==> src/rtl/rll_key_loader.sv <==
// Serial key loader for the RLL16 locked core: LSB-first key bits plus one even-parity bit.
// The key is committed atomically to key_q so the core never sees a partially shifted key.
//   state  | meaning
//   IDLE   | waiting for the first key bit of a frame
//   SHIFT  | collecting key bits, then the parity bit; idle timer running
//   CHECK  | one cycle: parity verdict, commit or error
//   LOCKED | key committed with WRITE_ONCE set; ignores input until reset
module rll_key_loader #(
  parameter int               KEY_W       = 16,
  parameter logic [KEY_W-1:0] RST_KEY     = '0,
  parameter int               TIMEOUT_CYC = 64,
  parameter bit               WRITE_ONCE  = 1'b1
) (
  input  logic             clk,
  input  logic             rst,
  input  logic             s_valid,
  input  logic             s_data,
  output logic             s_ready,
  input  logic             s_abort,
  output logic [KEY_W-1:0] key_q,
  output logic             key_loaded,
  output logic             done,
  output logic             err,
  output logic [1:0]       err_code
);

  localparam int CNT_W = $clog2(KEY_W + 1);
  localparam int TMR_W = $clog2(TIMEOUT_CYC + 1);
  localparam logic [CNT_W-1:0] CNT_FULL = CNT_W'(KEY_W);
  localparam logic [TMR_W-1:0] TMR_LAST = TMR_W'(TIMEOUT_CYC - 1);

  typedef enum logic [1:0] {IDLE, SHIFT, CHECK, LOCKED} state_t;

  state_t           state;
  logic [CNT_W-1:0] cnt;
  logic [TMR_W-1:0] idle_tmr;
  logic [KEY_W-1:0] sh;
  logic             par;
  logic             xfer;

  assign s_ready = (state == IDLE) || (state == SHIFT);
  assign xfer    = s_valid && s_ready;

  // Bits enter at the MSB and move down, so after KEY_W shifts sh[i] holds key bit i.
  always_ff @(posedge clk) begin
    if (rst) begin
      state      <= IDLE;
      key_q      <= RST_KEY;
      key_loaded <= 1'b0;
      done       <= 1'b0;
      err        <= 1'b0;
      err_code   <= 2'b00;
      cnt        <= '0;
      idle_tmr   <= '0;
      sh         <= '0;
      par        <= 1'b0;
    end else begin
      done <= 1'b0;
      err  <= 1'b0;
      case (state)
        IDLE: begin
          if (xfer) begin
            sh       <= {s_data, sh[KEY_W-1:1]};
            cnt      <= CNT_W'(1);
            idle_tmr <= '0;
            state    <= SHIFT;
          end
        end
        SHIFT: begin
          if (s_abort) begin
            cnt      <= '0;
            idle_tmr <= '0;
            state    <= IDLE;
          end else if (xfer) begin
            idle_tmr <= '0;
            if (cnt == CNT_FULL) begin
              par   <= s_data;
              state <= CHECK;
            end else begin
              sh  <= {s_data, sh[KEY_W-1:1]};
              cnt <= cnt + 1'b1;
            end
          end else if (idle_tmr == TMR_LAST) begin
            err      <= 1'b1;
            err_code <= 2'b10;
            cnt      <= '0;
            idle_tmr <= '0;
            state    <= IDLE;
          end else begin
            idle_tmr <= idle_tmr + 1'b1;
          end
        end
        CHECK: begin
          cnt <= '0;
          if (^{sh, par} == 1'b0) begin
            key_q      <= sh;
            key_loaded <= 1'b1;
            done       <= 1'b1;
            state      <= WRITE_ONCE ? LOCKED : IDLE;
          end else begin
            err      <= 1'b1;
            err_code <= 2'b01;
            state    <= IDLE;
          end
        end
        LOCKED: begin
        end
        default: state <= IDLE;
      endcase
    end
  end

endmodule
==> config.mk <==
export PLATFORM = sky130hd
export DESIGN_NAME = rll_key_loader
export DESIGN_NICKNAME = d
export VERILOG_FILES = /design/src/rtl/rll_key_loader.sv
export SDC_FILE = /design/constraint.sdc
export NUM_CORES = 1
export LEC_CHECK = 0
export CELL_PAD_IN_SITES_DETAIL_PLACEMENT = 1
export CELL_PAD_IN_SITES_GLOBAL_PLACEMENT = 2
export CORE_MARGIN = 2
export CORE_UTILIZATION = 35
export CTS_CLUSTER_DIAMETER = 80
export DETAILED_ROUTE_END_ITERATION = 8
export MAX_ROUTING_LAYER = met4
export PLACE_DENSITY_LB_ADDON = 0.1
export SLEW_MARGIN = 20
export SYNTH_ARGS = -nofsm -noshare
export SYNTH_HDL_FRONTEND = slang
export SYNTH_SLANG_ARGS = --single-unit
==> constraint.sdc <==
create_clock -name clk -period 2.2 [get_ports clk]
set_input_delay 0.44 -clock clk [delete_from_list [all_inputs] [get_ports clk]]
set_output_delay 0.44 -clock clk [all_outputs]
set_load 0.005 [all_outputs]
== Word level (Yosys, flattened, before mapping) ==
Index checks and enable logic that the tools add are counted.

* Bits of input ports: 5
* Register bits after elaboration: 52
* Output and inout port bits: 22
* Logic and storage cells: 78

* Reduce and logical (&&, ||, !) cells: 15
* Mux-type cells: 34
* Bitwise gates (word level): 3
* Equal/unequal tests: 14
* Add/subtract/negate cells: 2

{| class="wikitable"
|+ Operators by type and width
! cell !! number
|-
| $mux W16 || 4
|-
| $pmux W16 S2 || 1
|-
| $mux W7 || 4
|-
| $mux W5 || 5
|-
| $mux W2 || 10
|-
| $reduce_xor A17 Y1 || 1
|-
| $pmux W5 S3 || 1
|-
| $pmux W7 S2 || 1
|-
| $ne A2 B2 Y1 const B || 6
|-
| $reduce_and A4 Y1 || 3
|-
| $reduce_and A5 Y1 || 2
|-
| $ne A4 B3 Y1 const B || 2
|-
| $add A7 B1 Y7 const B || 1
|-
| $eq A7 B6 Y1 const B || 1
|-
| $pmux W2 S3 || 1
|-
| $add A5 B1 Y5 const B || 1
|-
| $eq A5 B5 Y1 const B || 1
|-
| $mux W1 || 5
|-
| $ne A4 B4 Y1 const B || 1
|-
| $pmux W2 S2 || 1
|-
| $reduce_and A2 Y1 || 2
|-
| $reduce_bool A2 Y1 || 2
|-
| $not A1 Y1 || 3
|-
| $reduce_bool A3 Y1 || 1
|-
| other kinds (8) || 8
|}

== Depth between registers and ports, before layout ==
* Word-level depth: 6
* Depth in mapped cells: 9
* Gate-level depth less buffers: 7

== Least setup slack after synthesis ==
OpenSTA, ideal clock, no wires.

* Kind: register to register
* Start point: reg state[1]
* End point: reg sh[10]
* Arrival time: 1908 ps
* Buffers on the path: 2
* Data required time: 2072 ps
* Path slack: 165 ps
* Period minus slack after synthesis: 2035 ps
* Cell stages (with the launch flop): 10
* Library setup time: 128 ps
* Cells stage by stage: dfxtp_1 inv_1 ha_1 clkbuf_1 nor2b_1 nor2b_1 o21ai_2 buf_2 mux2i_1 nor2_1

* Longest elaborated chain between the ends: 5
* Elaborated cells on any way between the ends: 11
* Classes of those cells: eq/ne (5); mux (1); reduce/logical (5)

{| class="wikitable"
|+ RTL lines
! what !! RTL line !! text
|-
| start, declared || 34 || <nowiki>state_t state;</nowiki>
|-
| start signal, assigned || 99 || <nowiki>state <= WRITE_ONCE ? LOCKED : IDLE;</nowiki>
|-
| $eq A2 B1 Y1 / $logic_not A2 Y1 (equally long branches) || 41, 60 ||
|-
| $logic_or A1 B1 Y1 || 41 || <nowiki>assign s_ready = (state == IDLE) || (state == SHIFT);</nowiki>
|-
| $logic_and A1 B1 Y1 || 42 || <nowiki>assign xfer = s_valid && s_ready;</nowiki>
|-
| $ne A2 B2 Y1 (no line) || - ||
|-
| $reduce_and A5 Y1 (no line) || - ||
|-
| end signal, assigned || 63 || <nowiki>sh <= {s_data, sh[KEY_W-1:1]};</nowiki>
|-
| end signal, assigned || 80 || <nowiki>sh <= {s_data, sh[KEY_W-1:1]};</nowiki>
|-
| end, declared || 37 || <nowiki>logic [KEY_W-1:0] sh;</nowiki>
|}

Parallel ways exist; a longest one is shown, timed or not.
A chain may end at the register's enable or synchronous reset.

== Worst setup path after layout ==
* Start point: reg cnt[0]
* End point: reg cnt[4]

* Longest elaborated chain between the ends: 5
* Elaborated cells on any way between the ends: 8
* Classes of those cells: add/sub (1); eq/ne (2); mux (4); reduce/logical (1)

{| class="wikitable"
|+ RTL lines
! what !! RTL line !! text
|-
| start, declared || 35 || <nowiki>logic [CNT_W-1:0] cnt;</nowiki>
|-
| start signal, assigned || 81 || <nowiki>cnt <= cnt + 1'b1;</nowiki>
|-
| $add A5 B1 Y5 || 81 ||
|-
| $mux W5 || 76 || <nowiki>if (cnt == CNT_FULL) begin</nowiki>
|-
| $mux W5 || 74 || <nowiki>end else if (xfer) begin</nowiki>
|-
| $mux W5 || 70 || <nowiki>if (s_abort) begin</nowiki>
|-
| $pmux W5 S3 || 60 || <nowiki>case (state)</nowiki>
|}

Parallel ways exist; a longest one is shown, timed or not. The select of a mux whose other input is x is not followed.

==> flow_metrics.env <==
export IMPL_yosysTopAreaCell="dfxtp_1"
export IMPL_hold_class="reg -> reg"
export IMPL_cts_sinks=52
export IMPL_finClkSkew_ns=0.006007
export IMPL_tritoncts="done"
export IMPL_area_growth_pct=24.24
export IMPL_core_area_sq_um=7176
export IMPL_clk_pin_slew_ns=0.09
export IMPL_gp_congestion=0.8023
export IMPL_fill_cells=815
export IMPL_synth_most_common_cell="dfxtp_1"
export IMPL_grt_usage=0.1462
export IMPL_num_rows=31
export IMPL_die_area_sq_um=8063
export IMPL_relSlewSlack=0.6452
export IMPL_overflow=0
export IMPL_antenna_found_initial=0
export IMPL_nets=320
export IMPL_drt_initial_drc_count=24
export IMPL_cp_end_kind="register"
export IMPL_min_period_ns=2.031
export IMPL_cp_required_ns=2.45
export IMPL_tightestPinTransition_ns=0.5253
export IMPL_hold_slack_ns=0.4518
export IMPL_initial_core_util=0.3590
export IMPL_clk_insertion_delay_late_ns=0.31
export IMPL_die_x_um=89.80
export IMPL_ios=27
export IMPL_viasPerCell=4.728
export IMPL_dp_hpwl_mm=3.926
export IMPL_synth_seq_cells=52
export IMPL_fin_area_sq_um=3201
export IMPL_p_seq_frac=0.476
export IMPL_yosysWarnings=0
export IMPL_synth_async_reset_ratio=0
export IMPL_synth_top_cell_area_share=0.4041
export IMPL_wl_per_cell_um=13.26
export IMPL_syn_num_nets=282
export IMPL_syn_inst=270
export IMPL_grt_pass1_wl_mm=9.453
export IMPL_dieHeight_um=89.80
export IMPL_cellLeakagePower_uw=0.001219
export IMPL_post_cts_buffers=0
export IMPL_drc_errors=0
export IMPL_drv_cap=0
export IMPL_portBuffers=26
export IMPL_drtAntennaViolNets=0
export IMPL_synthFlopType="dfxtp_1"
export IMPL_p_int_uw=1538
export IMPL_syn_area_sq_um=2576
export IMPL_startpoint_type="register"
export IMPL_drive_gt1_frac=0.1230
export IMPL_grt_max_degree=32
export IMPL_ir_drop_v=0.0002273
export IMPL_cts_root_buf="clkbuf_8"
export IMPL_grt_pass1_vias=1952
export IMPL_postCtsHoldBufs=0
export IMPL_setup_tns_ns=0
export IMPL_worstPathArrival_ns=2.28
export IMPL_yosysUniqueCellTypes=43
export IMPL_firstDrtPassIters=4
export IMPL_wl_mm=5.411
export IMPL_outcome="finished clean"
export IMPL_finalSetupViolCount=0
export IMPL_net_switching_power_uw=522.3
export IMPL_swShare=0.2536
export IMPL_synth_yosys_seq_area_share=0.4041
export IMPL_syn_avg_cell_area_sq_um=9.542
export IMPL_synthTopCellsByCount="dfxtp_1, mux2i_1, nor2_1"
export IMPL_finalMaxSlewViolations=0
export IMPL_placed_area_sq_um=3034
export IMPL_p_per_area_nw_per_um2=643.6
export IMPL_pwr_share_comb=0.167
export IMPL_cts_buffer_depth=2
export IMPL_final_hold_viol_count=0
export IMPL_clkPwrFrac=0.357
export IMPL_cts_made_buffers=5
export IMPL_crit_type="reg -> reg"
export IMPL_crit_fanout=6
export IMPL_cts_max_level=2
export IMPL_fmax_mhz=492.4
export IMPL_netlist_top_cells_area="dfxtp_1, mux2i_1, nand2b_1"
export IMPL_synth_edf_count=0
export IMPL_diodes=0
export IMPL_vias=1929
export IMPL_finalCritPeriodShare=0.9231
[worst paths after layout]
check / from / end / slack, ns / depth (start not counted)
max: cnt[0]$_SDFFE_PP0P_ / cnt[4]$_SDFFE_PP0P_ / 0.17 / 7
min: key_loaded$_SDFFE_PP0N_ / key_loaded$_SDFFE_PP0N_ / 0.45 / 2
max reg2reg: cnt[0]$_SDFFE_PP0P_ / cnt[4]$_SDFFE_PP0P_ / 0.17 / 7
min reg2reg: key_loaded$_SDFFE_PP0N_ / key_loaded$_SDFFE_PP0N_ / 0.45 / 2
[per-layer routing]
metal / global-route usage / vias up / wire [um]
met5: - / - / 0
met3: 0.02263 / 6 / 123
met4: 0.04615 / 0 / 76
met1: 0.1835 / 918 / 2678
li1: - / 984 / -
met2: 0.2437 / 21 / 2532
[state kept, by name (all words and copies together) (netlist names)]
register and cells:
key_loaded 1, cnt 5, done 1, err_code 2
key_q 16, err 1, state 2, idle_tmr 7
sh 16, par 1
[stage by stage]
step | setup WS (ns) | power [uW] | instances | utilization
after floorplan | 0.1646 | 1211 | 270 | -
after global placement | -0.008766 | 1332 | 400 | 0.4228
after detailed placement | -0.04370 | 1331 | 400 | 0.4228
after CTS | 0.008655 | 2083 | 408 | 0.4415
after global routing | -0.01057 | 2161 | 408 | 0.4460
final | 0.1691 | 2060 | 408 | 0.4460
[cell usage in the layout (no fill, tap or decap), types with 2 or more instances in the layout]
cell type | netlist | routed
inv_1 | 8 | 7
nand3_1 | 7 | 7
o41ai_1 | 2 | 2
xnor2_1 | 14 | 13
mux2i_1 | 36 | 36
xor2_1 | 2 | 2
a21oi_1 | 9 | 9
o21ai_0 | 5 | 5
nor3b_1 | 2 | 2
clkdlybuf4s50_1 | 0 | 24
or4_1 | 2 | 2
and2_1 | 2 | 2
ha_1 | 7 | 5
nand3b_1 | 2 | 2
nand2b_1 | 32 | 32
nor2b_1 | 3 | 3
clkbuf_8 | 0 | 7
nand2_1 | 14 | 14
nor2_1 | 33 | 33
a211oi_1 | 2 | 2
mux2_2 | 2 | 2
xnor3_1 | 2 | 2
ha_4 | 0 | 2
buf_4 | 0 | 15
dfxtp_1 | 52 | 50
or2b_1 | 2 | 2
or3_1 | 2 | 2
[cell families (layout without fill, tap and decap cells)]
family	after synthesis	count (layout)	share of synthesized area
AND/OR/NAND/NOR	108	108	0.2210
flip-flops	52	52	0.4041
multiplexers	39	39	0.1574
AO/OA/AOI/OAI	25	25	0.06022
XOR/XNOR	20	20	0.09082
buffers and inverters	19	58	0.03254
adder cells (fa/ha/maj)	7	7	0.03400
[layout make-up]
cell class	count	area (sq um)	area share
timing repair buffer	42	390.4	0.1220
clock inverter	1	30.03	0.009382
inverter	8	30.03	0.009382
sequential	52	1046	0.3268
multi-input combinational	199	1484	0.4636
tap	99	123.9	0.03870
clock buffer	7	96.34	0.03010
[critical path: stages (launching register included)]
cell and delay, ns:
dfxtp_1 0.43, inv_1 0.10, ha_1 0.20, and4bb_2 0.26, nand2_1 0.09, nand4_1 0.20
or4_1 0.55, a21oi_1 0.14
[power groups by stage]
stage               registers [uW]  logic, uW  clock network [uW]
floorplan                      993        218                   0
global placement               999        333                   0
detailed placement            1000        331                   0
CTS                            979        337                 767
global route                   986        378                 797
finish                         981        343                 735
[timing repair]
| item | in CTS | in global routing |
|---|---|---|
| endpoints found under the setup margin | 1 | 2 |
| cloned | 0 | 0 |
| endpoints found under the hold margin | 0 | 0 |
| gates resized for setup | 4 | 6 |
No activity file was read; power rests on OpenSTA's default activity.
